==> src/rtl/kanagawa_fifo_write_arbiter.sv <==
// kanagawa_fifo_write_arbiter: credit-gated round-robin arbiter sharing one FIFO write port.
// Optional sticky overflow/underflow checker enabled by KANAGAWA_FIFO_ARB_CHECK_EN.
module kanagawa_fifo_write_arbiter #(
   parameter int NUM_REQ = 4,
   parameter int WIDTH = 32,
   parameter int DEPTH = 32,
   localparam int CW = $clog2(DEPTH + 1),
   localparam int PW = $clog2(NUM_REQ)
) (
   input  logic                     clk,
   input  logic                     rst,
   input  logic [NUM_REQ-1:0]       req_valid_in,
   input  logic [NUM_REQ*WIDTH-1:0] req_data_in,
   output logic [NUM_REQ-1:0]       req_ready_out,
   output logic                     fifo_wren_out,
   output logic [WIDTH-1:0]         fifo_wdata_out,
   input  logic                     fifo_rden_in,
   input  logic                     fifo_full_in,
   output logic [CW-1:0]            credits_out,
   output logic [1:0]               error_out
);
   logic [CW-1:0] r_credits;
   logic [PW-1:0] r_ptr;
   logic r_wren;
   logic [WIDTH-1:0] r_wdata;
   logic [NUM_REQ-1:0] w_grant;
   logic [PW-1:0] w_gidx, w_j, w_next_ptr;
   logic [PW:0] w_sum;
   logic [WIDTH-1:0] w_data;
   logic w_any;
   // Scan ptr, ptr+1, ... with wrap; first valid wins, only while a credit is held.
   always_comb begin
      w_grant = '0;
      w_gidx = '0;
      w_sum = '0;
      w_j = '0;
      for (int k = 0; k < NUM_REQ; k++) begin
         w_sum = {1'b0, r_ptr} + (PW+1)'(k);
         w_j = (w_sum >= (PW+1)'(NUM_REQ)) ? PW'(w_sum - (PW+1)'(NUM_REQ)) : PW'(w_sum);
         if (w_grant == '0 && req_valid_in[w_j] && r_credits != '0) begin
            w_grant[w_j] = 1'b1;
            w_gidx = w_j;
         end
      end
   end
   always_comb begin
      w_data = '0;
      for (int i = 0; i < NUM_REQ; i++)
         w_data = w_data | ({WIDTH{w_grant[i]}} & req_data_in[i*WIDTH +: WIDTH]);
   end
   assign w_any = |w_grant;
   assign w_next_ptr = (w_gidx == PW'(NUM_REQ - 1)) ? '0 : w_gidx + 1'b1;
   always_ff @(posedge clk or posedge rst) begin
      if (rst) begin
         r_ptr <= '0;
         r_wren <= 1'b0;
         r_wdata <= '0;
         r_credits <= CW'(DEPTH);
      end else begin
         r_wren <= w_any;
         if (w_any) begin
            r_ptr <= w_next_ptr;
            r_wdata <= w_data;
         end
         if (w_any && !fifo_rden_in)
            r_credits <= r_credits - 1'b1;
         else if (!w_any && fifo_rden_in && r_credits != CW'(DEPTH))
            r_credits <= r_credits + 1'b1;
      end
   end
   assign req_ready_out = w_grant;
   assign fifo_wren_out = r_wren;
   assign fifo_wdata_out = r_wdata;
   assign credits_out = r_credits;
`ifdef KANAGAWA_FIFO_ARB_CHECK_EN
   logic [1:0] r_err;
   always_ff @(posedge clk or posedge rst) begin
      if (rst)
         r_err <= 2'b00;
      else
         r_err <= r_err | {fifo_rden_in && r_credits == CW'(DEPTH), r_wren && fifo_full_in};
   end
   assign error_out = r_err;
`else
   logic w_unused;
   assign w_unused = fifo_full_in;
   assign error_out = 2'b00;
`endif
endmodule

==> config.mk <==
export PLATFORM = sky130hd
export DESIGN_NAME = kanagawa_fifo_write_arbiter
export DESIGN_NICKNAME = d
export VERILOG_FILES = /design/src/rtl/kanagawa_fifo_write_arbiter.sv
export SDC_FILE = /design/constraint.sdc
export NUM_CORES = 1
export LEC_CHECK = 0
export ABC_AREA = 1
export BUFFER_PORTS_ARGS = -buffer_cell sky130_fd_sc_hd__buf_2
export CAP_MARGIN = 20
export CORE_MARGIN = 5
export CORE_UTILIZATION = 44
export CTS_CLUSTER_SIZE = 25
export DETAILED_ROUTE_END_ITERATION = 10
export PLACE_DENSITY = 0.93
export SLEW_MARGIN = 20
export SYNTH_ARGS = -nofsm -noshare
export SYNTH_HDL_FRONTEND = slang
export SYNTH_SLANG_ARGS = --single-unit
export TNS_END_PERCENT = 1
==> constraint.sdc <==
create_clock -name clk -period 4 [get_ports clk]
set_clock_uncertainty 0.05 [all_clocks]
set_input_delay 0.8 -clock clk [delete_from_list [all_inputs] [get_ports clk]]
set_output_delay 0.8 -clock clk [all_outputs]
set_load 0.01 [all_outputs]
==> results of run 1 <==
-- worst max-delay path, delay by kind of cell, from the launching register on --
kind | cells | cell delay [ps]
AND/OR/NAND/NOR | 7 | 940
buffers and inverters | 5 | 670
flip-flops | 1 | 490
AO/OA/AOI/OAI | 1 | 340
adder cells (fa/ha/maj) | 1 | 240
-- metrics by stage --
| stage | worst slack, ps | TNS (ps) | hold slack, ps | cell area (um^2) | std cells |
|---|---|---|---|---|---|
| after floorplan | 682 | 0 | 435 | 2930 | 352 |
| after detailed placement | 284 | 0 | 412 | 3880 | 596 |
| final | 173 | 0 | 432 | 4030 | 609 |
| after global placement | 421 | 0 | 409 | 3880 | 596 |
| after CTS | 36.4 | 0 | 431 | 3980 | 604 |
| after global routing | -25.2 | -25.2 | 460 | 4030 | 609 |
-- cells by family (layout without fill, tap and decap cells) --
| kind of cell | after synthesis | in the layout | share of synthesized area, % |
|---|---|---|---|
| and+or+nand+nor | 169 | 169 | 29.2 |
| AOI/OAI and AO/OA | 85 | 85 | 24.7 |
| buffers and inverters | 44 | 224 | 6.55 |
| DFF | 41 | 41 | 35.1 |
| adders and majority gates | 8 | 8 | 3.42 |
| xor gates and xnor gates | 3 | 3 | 0.899 |
| other | 1 | 2 | 0.128 |
-- metal layers --
| metal | global-route usage [%] | wire length, um | vias up |
|---|---|---|---|
| met4 | 5.78 | 139 | 0 |
| met1 | 26.8 | 3840 | 1626 |
| li1 | - | - | 1613 |
| met2 | 44.4 | 5430 | 162 |
| met3 | 5.70 | 836 | 14 |
| met5 | 0 | 0 | - |
-- cell type report --
type	instances	area, um^2	area share [%]
flip-flops and latches	41	1030	25.5
multi-input cells	267	1720	42.6
well taps	77	96.3	2.39
clock inverters	2	13.8	0.341
inverters	26	105	2.61
clock buffers	6	82.6	2.05
repair buffers	190	991	24.6
-- cell usage after synthesis, types with 2 or more instances --
cell type  number  share of area [%]
nand4_1         7                1.5
a22o_1         32                9.6
inv_2           5               0.64
nand3_1        23                3.9
nand3_4         3                1.8
o21ai_0         4               0.68
nand3_2         3                1.0
nand2_1       107                 14
buf_1           3               0.39
nand2_2         9                1.9
a31oi_1         2               0.43
nor2_1          4               0.51
inv_1          19                2.4
clkbuf_1        9                1.2
o21ai_1         2               0.34
o211ai_1        4                1.0
a221oi_1       32                9.6
nor2_4          8                3.1
buf_2           3               0.51
xor2_1          3               0.90
ha_1            8                3.4
a21oi_1         5               0.86
dfrtp_1        40                 34
buf_4           2               0.51
-- timing repair --
item | CTS | global route
hold buffers | 0 | 0
buffers inserted | 0 | 5
resized for setup | 1 | 4
hold endpoints to repair | 0 | 0
gates cloned | 0 | 0
setup endpoints to repair | 1 | 2
-- final timing paths --
| path | end | slack (ps) | depth (start not counted) |
|---|---|---|---|
| worst max-delay path | req_ready_out[2] | 170 | 14 |
| worst min-delay path | fifo_wdata_out[29] | 430 | 2 |
| worst max register to register | credits_out[4] | 330 | 26 |
| worst min register to register | fifo_wdata_out[29] | 430 | 2 |
| max in group asynchronous | asynchronous set/reset pin | 2940 | 3 |
| min in group asynchronous | fifo_wdata_out[5] | 570 | 3 |
-- registers in the layout, summed over array words and instances, names as in the netlist, named ones only --
name	count
fifo_wren_out	1
credits_out	6
r_ptr	1
fifo_wdata_out	32
==> run_results.csv, run 1 <==
group,metric,value,unit
placement,portBuffers,177,
logic_synthesis,netlist_instances,351,
global_routing,grt_usage,23.7,%
critical_path,crit_slowest_cell,"dfrtp_2",
logic_synthesis,ys_ff_latch,41,
logic_synthesis,synth-main-ff-cell,"dfrtp_1",
timing,hold_viol,0,
timing,slew_headroom,65.0,%
floorplan,fp.dieW,91.5,um
clock_network,cts.path.max_buffers,2,
clock_network,cts.sinks,41,
global_routing,grt_max_degree,42,
global_routing,grt_pass1_wl,16.4,mm
logic_synthesis,yosys_warnings,0,
final_layout,utilization,62.8,%
status,status,"finished, final reports clean",
critical_path,cp.required,3150,ps
logic_synthesis,synth_cell_types,38,
logic_synthesis,synth.cell_area,0.00292,mm^2
placement,globalplace.congestion,0.890,
clock_network,clock_latency,290,ps
logic_synthesis,synth_enable_flop_cells,0,
critical_path,cpPeakStageDelay,490,ps
drt,wl_per_cell,16.8,um
drt,drt_pass1_iterations,5,
clock_network,cts_buffers,5,
critical_path,worst-setup-path-type,"flip-flop to output port",
drt,final_antenna_net_count,0,
final_layout,area_growth,38.0,%
hold_path,min_path_type,"flip-flop to flip-flop",
drt,drc,0,
floorplan,start_util,45.5,%
critical_path,crit_fanout,17,
timing,timing.final.crit_share,95.7,%
final_layout,final_cell_mix,"buf_2 (177), nand2_1 (106), dfrtp_1 (39)",
drt,routed_wl,10.2,mm
drt,viasPerCell,5.61,
drt,via_count,3415,
placement,hpwlAfterDp,7.98,mm
floorplan,core,0.00642,mm^2
drt,drtIter0Drc,131,
hold_path,worstHoldStart,"fifo_wdata_out[29]",
timing,worst_slew_pin_slew,525,ps
floorplan,die_h,91.5,um
critical_path,path_cells,"buf_4, buf_4, ha_1, o31ai_4, nand3_1, nand2_2, inv_2, nand4_1, nand2_1, nor2_4, nand4_1, nand2_2, buf_8, buf_2",
floorplan,rows,29,
critical_path,cp.arrival,2980,ps
critical_path,critPathCaptureType,"output port",
clock_network,cts_root_buf,"clkbuf_8",
logic_synthesis,ys_seq_area_share,35.1,%
final_layout,layout_commonest_cell,"buf_2",
clock_network,clk_pin_slew,80,ps
clock_network,ctsHtreeMaxLevel,2,
clock_network,cts_tree,"done",
global_routing,grt_pass1_vias,3474,
final_layout,fillers,543,
timing,finalCriticalPeriod,3830,ps
timing,slew_violations,0,
global_routing,antenna_found_initial,0,
global_routing,overflow,0,
final_layout,n_antenna_cell,0,
floorplan,ios,181,
logic_synthesis,syn_area_per_cell,8.33,um^2
flow_run,cap_violations,0,
timing,fmax,0.261,GHz
logic_synthesis,synth_async_sr_flop_share,100,%
timing,setup_viol,0,
final_layout,drive_above_1_share,44.7,%
floorplan,dieArea,0.00838,mm^2
final_layout,fin_nets,675,
critical_path,crit_path_start_kind,"flip-flop",
Power of run 1 is left out: the tool's default activity adds up to more than one toggle a clock period on the data nets, which glitch-free logic cannot reach.
==> inputs of run 2 (changes only) <==
--- a/config.mk
+++ b/config.mk
@@ -7,12 +7,11 @@
 export LEC_CHECK = 0
 export ABC_AREA = 1
 export BUFFER_PORTS_ARGS = -buffer_cell sky130_fd_sc_hd__buf_2
-export CAP_MARGIN = 20
 export CORE_MARGIN = 5
-export CORE_UTILIZATION = 44
+export CORE_UTILIZATION = 40
 export CTS_CLUSTER_SIZE = 25
 export DETAILED_ROUTE_END_ITERATION = 10
-export PLACE_DENSITY = 0.93
+export PLACE_DENSITY = 0.86
 export SLEW_MARGIN = 20
 export SYNTH_ARGS = -nofsm -noshare
 export SYNTH_HDL_FRONTEND = slang
==> run 2 against run 1 <==
Via count fell by 3.5%. Worst hold slack lost 2.6 ps. Count of clock-buffer cells in the layout decreased by 1. Sequential share of layout area decreased by 0.23 points. Register-to-register slack better by 40 ps. Die area up 8.9%. Flip-flop and latch count did not move. Cell area up 0.81%.
==> run_results.csv, run 2 (synthesis results as in run 1) <==
group,metric,value,unit
timing,setup_ws,275,ps
critical_path,critPathCaptureType,"output port",
global_routing,grt_pass1_vias,3251,
critical_path,crit_fanout,8,
clock_network,cts_setup_buffers,0,
clock_network,cts.sinks,41,
timing,slew_headroom,64.8,%
final_layout,n_antenna_cell,0,
critical_path,crit_path_start_kind,"flip-flop",
clock_network,cts_buffers,5,
drt,wl_per_cell,15.3,um
placement,hpwlAfterDp,7.62,mm
timing,setup_viol,0,
critical_path,cp.required,3150,ps
final_layout,drive_above_1_share,43.9,%
clock_network,cts_tree,"done",
clock_network,clock_latency,300,ps
floorplan,fp.dieW,95.5,um
timing,tns,0,ps
hold_path,min_path_type,"flip-flop to flip-flop",
final_layout,area_growth,39.1,%
timing,timing.final.crit_share,93.1,%
drt,via_count,3294,
final_layout,fin_nets,671,
flow_run,cap_violations,0,
clock_network,cts.path.max_buffers,2,
final_layout,largest_register_ffs,32,
timing,slew_violations,0,
final_layout,final_cell_mix,"buf_2 (177), nand2_1 (107), dfrtp_1 (40)",
floorplan,ios,181,
floorplan,dieArea,0.00912,mm^2
critical_path,worst-setup-path-type,"flip-flop to output port",
clock_network,ctsHtreeMaxLevel,2,
drt,routed_wl,9.59,mm
final_layout,regArea,0.00103,mm^2
global_routing,grt_max_degree,42,
final_layout,final_cells,627,
clock_network,cts_hold_buf,0,
final_layout,fillers,647,
clock_network,cts.repair.resized,0,
placement,place_area,0.00392,mm^2
clock_network,cts_root_buf,"clkbuf_8",
drt,drtIter0Drc,118,
global_routing,antenna_found_initial,0,
global_routing,grt_pass1_wl,14.8,mm
final_layout,layout_commonest_cell,"buf_2",
placement,dp.cells,619,
drt,viasPerCell,5.25,
clock_network,clk_pin_slew,80,ps
final_layout,multi_input_area,0.00172,mm^2
timing,finalCriticalPeriod,3720,ps
drt,drt_pass1_iterations,4,
floorplan,die_h,95.5,um
global_routing,grt_usage,20.1,%
critical_path,cp.arrival,2870,ps
status,status,"finished, final reports clean",
final_layout,final_cell_area,0.00407,mm^2
floorplan,core,0.00718,mm^2
placement,portBuffers,177,
floorplan,start_util,40.7,%
global_routing,overflow,0,
drt,drc,0,
placement,globalplace.congestion,0.963,
timing,hold_viol,0,
timing,fmax,0.268,GHz
drt,final_antenna_net_count,0,
floorplan,rows,31,
placement,place_ws,238,ps
timing,worst_slew_pin_slew,528,ps
-- run 2: changes by cell type in the layout (fill, tap and decap cells not counted), moves of 2 or more --
| cell | change |
|---|---|
| nand2_2 | -3 |
| buf_4 | -3 |
| bufinv_16 | +2 |
| nand2_4 | +2 |
-- run 2: worst max-delay path, cell delays in order, from the launching register on --
cell and delay [ps]:
dfrtp_1 450, buf_4 190, ha_1 290, o31ai_4 380, nand3_1 120, nand2_1 130, inv_2 70, nand4_1 90
nand2_1 90, nor2_2 190, nand4_1 150, nand2_2 120, buf_4 160, buf_2 130
-- run 2: through the flow --
stage | utilization [%] | hold WS, ps
after floorplan | - | 435
final | 56.7 | 430
after global placement | 54.6 | 409
after global routing | 56.7 | 458
after detailed placement | 54.6 | 410
after CTS | 56.5 | 434
-- run 2: layer usage --
layer  vias to the layer above  track usage [%]  part of all wire (%)  routed length [um]
met3                         9             3.63                   8.1                 776
met1                      1543             23.1                    39                3760
met2                       136             38.2                    52                4970
met5                         -                0                     0                   0
li1                       1606                -                     -                   -
met4                         0             4.50                  0.80                  77
-- run 2: cell type report --
type / instances / share of cell area, %
Multi-Input combinational cell: 267 / 42.3
Sequential cell: 41 / 25.3
Timing Repair Buffer: 186 / 23.4
Tap cell: 99 / 3.05
Inverter: 26 / 2.58
Clock buffer: 5 / 1.69
Clock inverter: 3 / 1.69
-- run 2: final timing paths --
kind / endpoint / from / slack [ps] / cells past startpoint
min: fifo_wdata_out[2] / fifo_wdata_out[2] / 430 / 2
max in group asynchronous: fifo_wdata_out[20] / rst / 2970 / 3
min reg2reg: fifo_wdata_out[2] / fifo_wdata_out[2] / 430 / 2
max: req_ready_out[3] / flip-flop / 280 / 13
max reg2reg: credits_out[4] / flip-flop / 370 / 25
min in group asynchronous: credits_out[4] / rst / 560 / 3
Power of run 2 is left out for the same reason.
==> inputs of run 3 (changes only) <==
==> constraint.sdc (replaced) <==
create_clock -name clk -period 4.7 [get_ports clk]
set_clock_uncertainty 0.05 [all_clocks]
set_input_delay 0.94 -clock clk [delete_from_list [all_inputs] [get_ports clk]]
set_output_delay 0.94 -clock clk [all_outputs]
set_load 0.01 [all_outputs]
==> run 3 against run 2 <==
Global-route usage increased by 0.16 points. Critical path type unchanged. Routed wire length increased by 0.56%. Sequential share of layout area increased by 0.16 points. Register-to-register slack better by 260 ps. Largest cell class unchanged. Setup slack better by 180 ps. Critical path depth grew 2.
==> run_results.csv, run 3 (synthesis results as in run 1) <==
group,metric,value,unit
final_layout,largest_register_ffs,32,
drt,final_antenna_net_count,0,
critical_path,crit_path_start_kind,"flip-flop",
global_routing,grt_pass1_vias,3245,
critical_path,r2r_slack,630,ps
global_routing,overflow,0,
floorplan,die_h,95.5,um
critical_path,worst-setup-path-type,"flip-flop to output port",
global_routing,grt_usage,20.2,%
final_layout,n_antenna_cell,0,
timing,setup_viol,0,
final_layout,final_cells,625,
final_layout,fin_nets,669,
final_layout,drive_above_1_share,43.7,%
critical_path,r2r_cells,28,
global_routing,antenna_found_initial,0,
clock_network,cts_hold_buf,0,
critical_path,crit_fanout,16,
timing,worst_slew_pin_slew,510,ps
critical_path,critPathCaptureType,"output port",
critical_path,worstReg2RegStart,"r_ptr[1]",
placement,globalplace.congestion,0.842,
final_layout,layout_commonest_cell,"buf_2",
drt,drtIter0Drc,136,
clock_network,clock_latency,300,ps
hold_path,holdPathEnd,"fifo_wdata_out[6]",
clock_network,cts_tree,"done",
timing,finalCriticalPeriod,4240,ps
global_routing,grt_max_degree,42,
final_layout,area_growth,38.2,%
critical_path,cpPeakStageDelay,530,ps
final_layout,utilization,56.3,%
timing,slew_violations,0,
drt,viasPerCell,5.25,
clock_network,cts_setup_buffers,0,
placement,portBuffers,177,
drt,via_count,3281,
timing,slew_headroom,66.0,%
critical_path,path_cells,"inv_1, ha_1, inv_1, nand3_1, nand3_2, nor2_4, nand3_1, nand2_2, nor2_4, nand4_1, nand2_1, nor2_2, nand4_1, nand2_2, buf_2",
hold_path,whs_path_depth,2,
floorplan,ios,181,
drt,routed_wl,9.64,mm
status,status,"finished, final reports clean",
floorplan,dieArea,0.00912,mm^2
timing,hold_viol,0,
hold_path,worstHoldStart,"fifo_wdata_out[6]",
flow_run,cap_violations,0,
clock_network,cts_buffers,5,
critical_path,crit_slowest_cell,"dfrtp_1",
timing,tns,0,ps
clock_network,ctsHtreeMaxLevel,2,
clock_network,clk_pin_slew,90,ps
critical_path,reg2reg_to,"credits_out[4]",
clock_network,cts.sinks,41,
placement,place_area,0.00390,mm^2
drt,drt_pass1_iterations,4,
drt,drc,0,
global_routing,grt_pass1_wl,14.8,mm
timing,rsz0062_at_grt,"false",
critical_path,cp.required,3710,ps
timing,fmax,0.236,GHz
clock_network,cts.repair.resized,0,
timing,timing.final.crit_share,90.2,%
placement,hpwlAfterDp,7.60,mm
floorplan,core,0.00718,mm^2
final_layout,final_cell_area,0.00404,mm^2
floorplan,start_util,40.7,%
critical_path,cp.arrival,3250,ps
final_layout,final_cell_mix,"buf_2 (177), nand2_1 (107), dfrtp_1 (40)",
clock_network,cts_root_buf,"clkbuf_8",
hold_path,min_path_type,"flip-flop to flip-flop",
floorplan,fp.dieW,95.5,um
clock_network,cts.path.max_buffers,2,
drt,wl_per_cell,15.4,um
floorplan,rows,31,
placement,dp.cells,617,
==> run 3: cell type report <==
type / count / area [um^2]
Clock buffer: 5 / 68.8
Timing Repair Buffer: 184 / 938
Fill cell: 654 / 3130
Clock inverter: 3 / 68.8
Tap cell: 99 / 124
Sequential cell: 41 / 1030
Multi-Input combinational cell: 267 / 1710
Inverter: 26 / 105
==> run 3: worst max-delay path by stage <==
stage | start | to | slack (ps) | cells after the start
2_1_floorplan | req_valid_in[2] | req_ready_out[3] | 1150 | 12
6_report | r_ptr[1] | req_ready_out[0] | 460 | 15
3_3_place_gp | req_valid_in[3] | credits_out[4] | 730 | 27
5_1_grt | r_ptr[1] | req_ready_out[0] | 180 | 15
4_1_cts | r_ptr[1] | req_ready_out[0] | 440 | 15
3_5_place_dp | req_valid_in[2] | credits_out[4] | 600 | 28
==> run 3: worst max-delay path: cells and delay by family, from the launching register on <==
family,cells,cell delay [ps]
adders and majority gates,1,370
buffers and inverters,3,510
and+or+nand+nor,11,1530
DFF,1,530
==> run 3: through the flow <==
| step | setup slack [ps] | hold slack (ps) |
|---|---|---|
| finish | 460 | 429 |
| global route | 178 | 455 |
| CTS | 442 | 433 |
| detailed placement | 595 | 410 |
| global placement | 733 | 409 |
| floorplan | 1150 | 435 |
==> run 3: per-layer routing <==
| layer | vias up | global-route usage [%] | share of wire, % |
|---|---|---|---|
| met5 | - | 0 | 0 |
| met4 | 0 | 4.15 | 1.0 |
| met3 | 11 | 4.18 | 10 |
| met2 | 155 | 36.9 | 51 |
| met1 | 1516 | 24.4 | 38 |
| li1 | 1599 | - | - |
Power of run 3 is left out for the same reason.
